`config.mk`:
```
export PLATFORM = sky130hd
export DESIGN_NAME = seq_check_stream_flat
export DESIGN_NICKNAME = d
export VERILOG_FILES = /design/src/rtl/seq_check_stream_if.sv /design/src/rtl/seq_check_stream.sv /design/src/flat_wrapper.sv
export SDC_FILE = /design/constraint.sdc
export NUM_CORES = 1
export LEC_CHECK = 0
export CORE_ASPECT_RATIO = 0.9
export CORE_MARGIN = 3
export CORE_UTILIZATION = 45
export DETAILED_ROUTE_END_ITERATION = 10
export PLACE_DENSITY = 0.86
export REMOVE_ABC_BUFFERS = 1
export SETUP_SLACK_MARGIN = 0.2
export SLEW_MARGIN = 20
export SYNTH_ARGS = -nofsm -noshare
export SYNTH_HDL_FRONTEND = slang
export SYNTH_SLANG_ARGS = --single-unit
```
`constraint.sdc`:
```
create_clock -name clk -period 3.7 [get_ports clk]
set_clock_uncertainty 0.2 [all_clocks]
set_input_delay 0.74 -clock clk [delete_from_list [all_inputs] [get_ports clk]]
set_output_delay 0.74 -clock clk [all_outputs]
set_load 0.03 [all_outputs]
```
`src/rtl/seq_check_stream_if.sv`:
```
// Player-colour stream into seq_check_stream: valid/ready handshake carrying one colour per beat.
// The master side is the input-capture block; the slave side is the round checker.
interface seq_check_stream_if #(
    parameter int COLOUR_W = 2
);
    logic                in_valid;
    logic                in_ready;
    logic [COLOUR_W-1:0] in_colour;

    modport master (output in_valid, output in_colour, input in_ready);
    modport slave  (input in_valid, input in_colour, output in_ready);
endinterface

```
`src/rtl/seq_check_stream.sv`:
```
// Streaming Simon Says round checker: compares player colours against the golden sequence as they arrive.
// Optional inactivity timeout is enabled by defining SEQ_CHECK_TIMEOUT_EN.
module seq_check_stream #(
    parameter int COLOUR_W       = 2,
    parameter int MAX_ROUNDS     = 16,
    parameter int RND_W          = $clog2(MAX_ROUNDS),
    parameter int TIMEOUT_CYCLES = 1_000_000
) (
    input  logic                           clk,
    input  logic                           rst_n,
    input  logic                           en_check,
    input  logic [RND_W-1:0]               round_ctr_in,
    input  logic [COLOUR_W*MAX_ROUNDS-1:0] seq_mem,
    seq_check_stream_if.slave              bus,
    output logic [RND_W-1:0]               entry_idx,
    output logic [RND_W-1:0]               round_ctr_out,
    output logic                           complete_check,
    output logic                           pass,
    output logic                           fail,
    output logic                           game_complete,
    output logic                           rst_wait,
    output logic                           rst_display,
    output logic                           rst_idle,
    output logic                           rst_check_out
);
    typedef enum logic [1:0] {IDLE, COLLECT, DONE} state_t;

    localparam logic [RND_W-1:0] LAST_RND = RND_W'(MAX_ROUNDS - 1);

    state_t              state_q, state_d;
    logic [RND_W-1:0]    idx_q, idx_d;
    logic [RND_W-1:0]    tgt_q, tgt_d;
    logic [RND_W-1:0]    rctr_q, rctr_d;
    logic                gc_q, gc_d;
    logic                passed_q, passed_d;
    logic [COLOUR_W-1:0] expected;
    logic                accept;

`ifdef SEQ_CHECK_TIMEOUT_EN
    localparam int TMO_W = $clog2(TIMEOUT_CYCLES + 1);
    localparam logic [TMO_W-1:0] TMO_LOAD = TMO_W'(TIMEOUT_CYCLES - 1);
    logic [TMO_W-1:0] tmo_q, tmo_d;
`else
    logic unused_timeout;
    assign unused_timeout = ^TIMEOUT_CYCLES;
`endif

    assign accept   = (state_q == COLLECT) && bus.in_valid;
    assign expected = seq_mem[int'(idx_q)*COLOUR_W +: COLOUR_W];

    always_comb begin
        state_d  = state_q;
        idx_d    = idx_q;
        tgt_d    = tgt_q;
        rctr_d   = rctr_q;
        gc_d     = gc_q;
        passed_d = passed_q;
`ifdef SEQ_CHECK_TIMEOUT_EN
        tmo_d    = tmo_q;
`endif
        case (state_q)
            IDLE: begin
                rctr_d = round_ctr_in;
                if (en_check) begin
                    tgt_d   = (round_ctr_in > LAST_RND) ? LAST_RND : round_ctr_in;
                    idx_d   = '0;
                    state_d = COLLECT;
`ifdef SEQ_CHECK_TIMEOUT_EN
                    tmo_d   = TMO_LOAD;
`endif
                end
            end
            COLLECT: begin
                if (accept) begin
`ifdef SEQ_CHECK_TIMEOUT_EN
                    tmo_d = TMO_LOAD;
`endif
                    if (bus.in_colour != expected) begin
                        passed_d = 1'b0;
                        rctr_d   = '0;
                        gc_d     = 1'b0;
                        state_d  = DONE;
                    end else if (idx_q == tgt_q) begin
                        passed_d = 1'b1;
                        state_d  = DONE;
                        if (tgt_q == LAST_RND) begin
                            rctr_d = tgt_q;
                            gc_d   = 1'b1;
                        end else begin
                            rctr_d = tgt_q + 1'b1;
                        end
                    end else begin
                        idx_d = idx_q + 1'b1;
                    end
                end
`ifdef SEQ_CHECK_TIMEOUT_EN
                else if (tmo_q == '0) begin
                    passed_d = 1'b0;
                    rctr_d   = '0;
                    gc_d     = 1'b0;
                    state_d  = DONE;
                end else begin
                    tmo_d = tmo_q - 1'b1;
                end
`endif
            end
            DONE:    state_d = IDLE;
            default: state_d = IDLE;
        endcase
    end

    always_ff @(posedge clk) begin
        if (!rst_n) begin
            state_q  <= IDLE;
            idx_q    <= '0;
            tgt_q    <= '0;
            rctr_q   <= '0;
            gc_q     <= 1'b0;
            passed_q <= 1'b0;
`ifdef SEQ_CHECK_TIMEOUT_EN
            tmo_q    <= '0;
`endif
        end else begin
            state_q  <= state_d;
            idx_q    <= idx_d;
            tgt_q    <= tgt_d;
            rctr_q   <= rctr_d;
            gc_q     <= gc_d;
            passed_q <= passed_d;
`ifdef SEQ_CHECK_TIMEOUT_EN
            tmo_q    <= tmo_d;
`endif
        end
    end

    // Round-result pulses are decoded from DONE so they last exactly one cycle.
    assign bus.in_ready   = (state_q == COLLECT);
    assign entry_idx      = idx_q;
    assign round_ctr_out  = rctr_q;
    assign game_complete  = gc_q;
    assign complete_check = (state_q == DONE);
    assign pass           = (state_q == DONE) &&  passed_q;
    assign fail           = (state_q == DONE) && !passed_q;
    assign rst_wait       = pass;
    assign rst_display    = pass;
    assign rst_idle       = pass;
    assign rst_check_out  = pass;
endmodule
```
`src/flat_wrapper.sv`:
```
// flat-port wrapper written by rule: the top's interface ports become plain ports
module seq_check_stream_flat 
#(
    parameter int COLOUR_W       = 2,
    parameter int MAX_ROUNDS     = 16,
    parameter int RND_W          = $clog2(MAX_ROUNDS),
    parameter int TIMEOUT_CYCLES = 1_000_000
)
  (clk, rst_n, en_check, round_ctr_in, seq_mem, entry_idx, round_ctr_out, complete_check, pass, fail, game_complete, rst_wait, rst_display, rst_idle, rst_check_out, bus_in_valid, bus_in_colour, bus_in_ready);
  seq_check_stream_if #(.COLOUR_W(COLOUR_W)) bus_i ();
  input  logic clk;
  input  logic rst_n;
  input  logic en_check;
  input  logic [RND_W-1:0] round_ctr_in;
  input  logic [COLOUR_W*MAX_ROUNDS-1:0] seq_mem;
  output logic [RND_W-1:0] entry_idx;
  output logic [RND_W-1:0] round_ctr_out;
  output logic complete_check;
  output logic pass;
  output logic fail;
  output logic game_complete;
  output logic rst_wait;
  output logic rst_display;
  output logic rst_idle;
  output logic rst_check_out;
  input wire logic [$bits(bus_i.in_valid)-1:0] bus_in_valid;
  input wire logic [$bits(bus_i.in_colour)-1:0] bus_in_colour;
  output wire logic [$bits(bus_i.in_ready)-1:0] bus_in_ready;
  assign bus_i.in_valid = bus_in_valid;
  assign bus_i.in_colour = bus_in_colour;
  assign bus_in_ready = bus_i.in_ready;
  seq_check_stream #(.COLOUR_W(COLOUR_W), .MAX_ROUNDS(MAX_ROUNDS), .RND_W(RND_W), .TIMEOUT_CYCLES(TIMEOUT_CYCLES)) u_core (.clk(clk), .rst_n(rst_n), .en_check(en_check), .round_ctr_in(round_ctr_in), .seq_mem(seq_mem), .bus(bus_i), .entry_idx(entry_idx), .round_ctr_out(round_ctr_out), .complete_check(complete_check), .pass(pass), .fail(fail), .game_complete(game_complete), .rst_wait(rst_wait), .rst_display(rst_display), .rst_idle(rst_idle), .rst_check_out(rst_check_out));
endmodule
```
==> results.py <==
metrics = {
    "run_status": {
        "status": "finished clean",
    },
    "setup_path": {
        "worst-path-buf-inv": 0,
        "crit_fanout": 14,
        "end_kind": "flop",
        "path_cells": "mux4_1 -> mux2i_2 -> xor2_2 -> nand4_4 -> a21oi_4 -> mux2_1 -> nor2_1",
        "critPathMaxStageDelay_ns": 0.80,
        "cp.arrival_ns": 3.14,
        "crit_family": "multiplexers",
        "cp-start-kind": "flop",
        "crit_type": "flop to flop",
        "slowest_stage": "dfxtp_1",
        "cp.required_ns": 3.74,
    },
    "logic_synthesis": {
        "synth_ff_type": "dfxtp_1",
        "ys_seq_area_share_pct": 24.7,
        "async_reset_ff_share_pct": 0,
        "synth_cell_types": 40,
        "synth_warnings": 0,
        "avgSynthCellArea_um2": 9.84,
        "synthCells": 132,
        "synth-seq-cells": 16,
        "synth_edf_count": 0,
        "syn_area_um2": 1300,
    },
    "pwr": {
        "ir_drop_mv": 0.236,
        "powerDensity_nw_per_um2": 247,
        "p_leak_uw": 0.000657,
    },
    "timing": {
        "hold_violations": 0,
        "period_share_pct": 83.8,
        "rsz0062_at_grt": "false",
        "fmax_mhz": 323,
        "period_needed_ns": 3.10,
        "slew_headroom_pct": 52.0,
        "maxSlewViolCount": 0,
        "tightestPinTransition_ns": 0.719,
        "tns_ns": 0,
        "setup_viol": 0,
    },
    "clock_tree": {
        "clk_pin_slew_ns": 0.10,
        "cts_hold_buf": 0,
        "htree_levels": 1,
        "postCtsResizedCells": 0,
        "numCtsBuffers": 3,
        "clockBufferDepth": 2,
        "cts_tree": "yes",
        "postCtsSetupRepairBufs": 0,
        "clock_latency_ns": 0.30,
        "clock_sinks": 16,
        "cts_root_buffer": "clkbuf_4",
    },
    "floorplan": {
        "dieArea_um2": 3570,
        "die_w_um": 62.6,
        "row_count": 17,
        "ioPinCount": 59,
        "coreArea_um2": 2590,
        "dieHeight_um": 57.0,
        "initial_core_util_pct": 50.0,
    },
    "finish": {
        "nNetsFinal": 229,
        "fin_area_um2": 1890,
        "final_common_cell": "clkdlybuf4s50_1",
        "fillers": 202,
        "multi_input_area_um2": 885,
        "synthToLayoutAreaGrowth_pct": 45.4,
        "layout-drive-gt1-share_pct": 13.0,
        "area.sequential_um2": 320,
        "final_cell_mix": "clkdlybuf4s50_1 (58), dfxtp_1 (16), nand2_1 (14)",
        "antennaDiodeCount": 0,
    },
    "route": {
        "wire_per_inst_um": 17.2,
        "drc": 0,
        "drt_iter0_drc": 68,
        "ant_nets": 0,
        "via_count": 1268,
        "first_pass_iters": 4,
        "routed_via_density": 5.71,
        "wl_mm": 3.82,
    },
    "flow_run": {
        "cap_violations": 0,
    },
    "placement": {
        "dp_hpwl_mm": 3.09,
        "gp_congestion": 0.791,
        "placed_area_um2": 1850,
        "io_buffers": 58,
    },
    "global_routing": {
        "antenna_found_initial": 0,
        "grt_pass1_vias": 1252,
        "gr-total-overflow": 0,
        "grt.total_usage_pct": 22.1,
        "grt_max_degree": 15,
        "grt_first_pass_wirelength_mm": 6.15,
    },
    "worst_hold_path": {
        "hp-class": "flop to flop",
    },
}
==> layout make-up <==
type | instances | area share, %
well taps | 38 | 2.52
inverters | 5 | 0.994
flip-flops and latches | 16 | 17.0
repair buffers | 58 | 30.7
multi-input cells | 101 | 46.9
clock buffers | 4 | 1.92
==> tightest hold or removal path: cells and delay by family (launching register included) <==
family / cells / cell delay [ns]
DFF: 1 / 0.32
AOI/OAI and AO/OA: 1 / 0.05
buffers and inverters: 1 / 0.05
==> sequential cells by signal, summed over array words and instances (netlist names) <==
| register | count |
|---|---|
| u_core.entry_idx | 4 |
| u_core.round_ctr_out | 4 |
| u_core.tgt_q | 4 |
| u_core.state_q | 2 |
| u_core.game_complete | 1 |
| u_core.passed_q | 1 |
==> kinds of logic after synthesis <==
group | synth area share [%]
AO/OA/AOI/OAI | 12.9
XOR/XNOR | 7.23
adder cells (fa/ha/maj) | 1.93
buffers and inverters | 7.23
flip-flops | 24.7
multiplexers | 19.8
AND/OR/NAND/NOR | 26.2
==> report_power, final <==
group / internal [µW] / switching (µW) / total, µW
Combinational: 81.3 / 72.3 / 154
Clock: 60.1 / 60.7 / 121
Sequential: 182 / 9.87 / 192
Total: 323 / 143 / 466
==> metal layers <==
metal  vias to the layer above  GRT usage [%]  routed length, µm
li1                        590              -                  -
met1                       621           28.4               1580
met2                        48           36.8               1960
met3                         9           5.12                207
met4                         0           7.55                 70
met5                         -              0                  0
==> per-stage QoR <==
stage | std cells | utilization [%] | total power, µW | worst slack [ns] | hold slack, ns
after floorplan | 122 | - | 273 | 0.699 | 0.256
after global routing | 222 | 72.8 | 489 | 0.384 | 0.282
after CTS | 222 | 72.8 | 468 | 0.568 | 0.268
final | 222 | 72.8 | 466 | 0.600 | 0.261
after global placement | 218 | 71.4 | 343 | 0.481 | 0.238
after detailed placement | 218 | 71.4 | 347 | 0.349 | 0.253
==> path summary, 6_finish.rpt <==
kind | start | slack (ns) | to | depth (start not counted)
max | u_core.entry_idx[0] | 0.60 | u_core.entry_idx[0] | 7
min | u_core.game_complete | 0.26 | u_core.game_complete | 2
max reg2reg | u_core.entry_idx[0] | 0.60 | u_core.entry_idx[0] | 7
min reg2reg | u_core.game_complete | 0.26 | u_core.game_complete | 2
==> synthesized netlist by cell type, types with 4 or more instances <==
master     n  area (µm²)
a21oi_1    6        30.0
inv_1      5        18.8
buf_4      5        37.5
nand3_1   11        55.1
xnor2_1    4        35.0
mux4_2     6         135
nand2_1   14        52.6
a221oi_1   4        35.0
dfxtp_1   16         320
nor3_2     4        40.0
nor2_1    10        37.5
and2b_1    4        30.0
(Power assumes the default switching activity.)
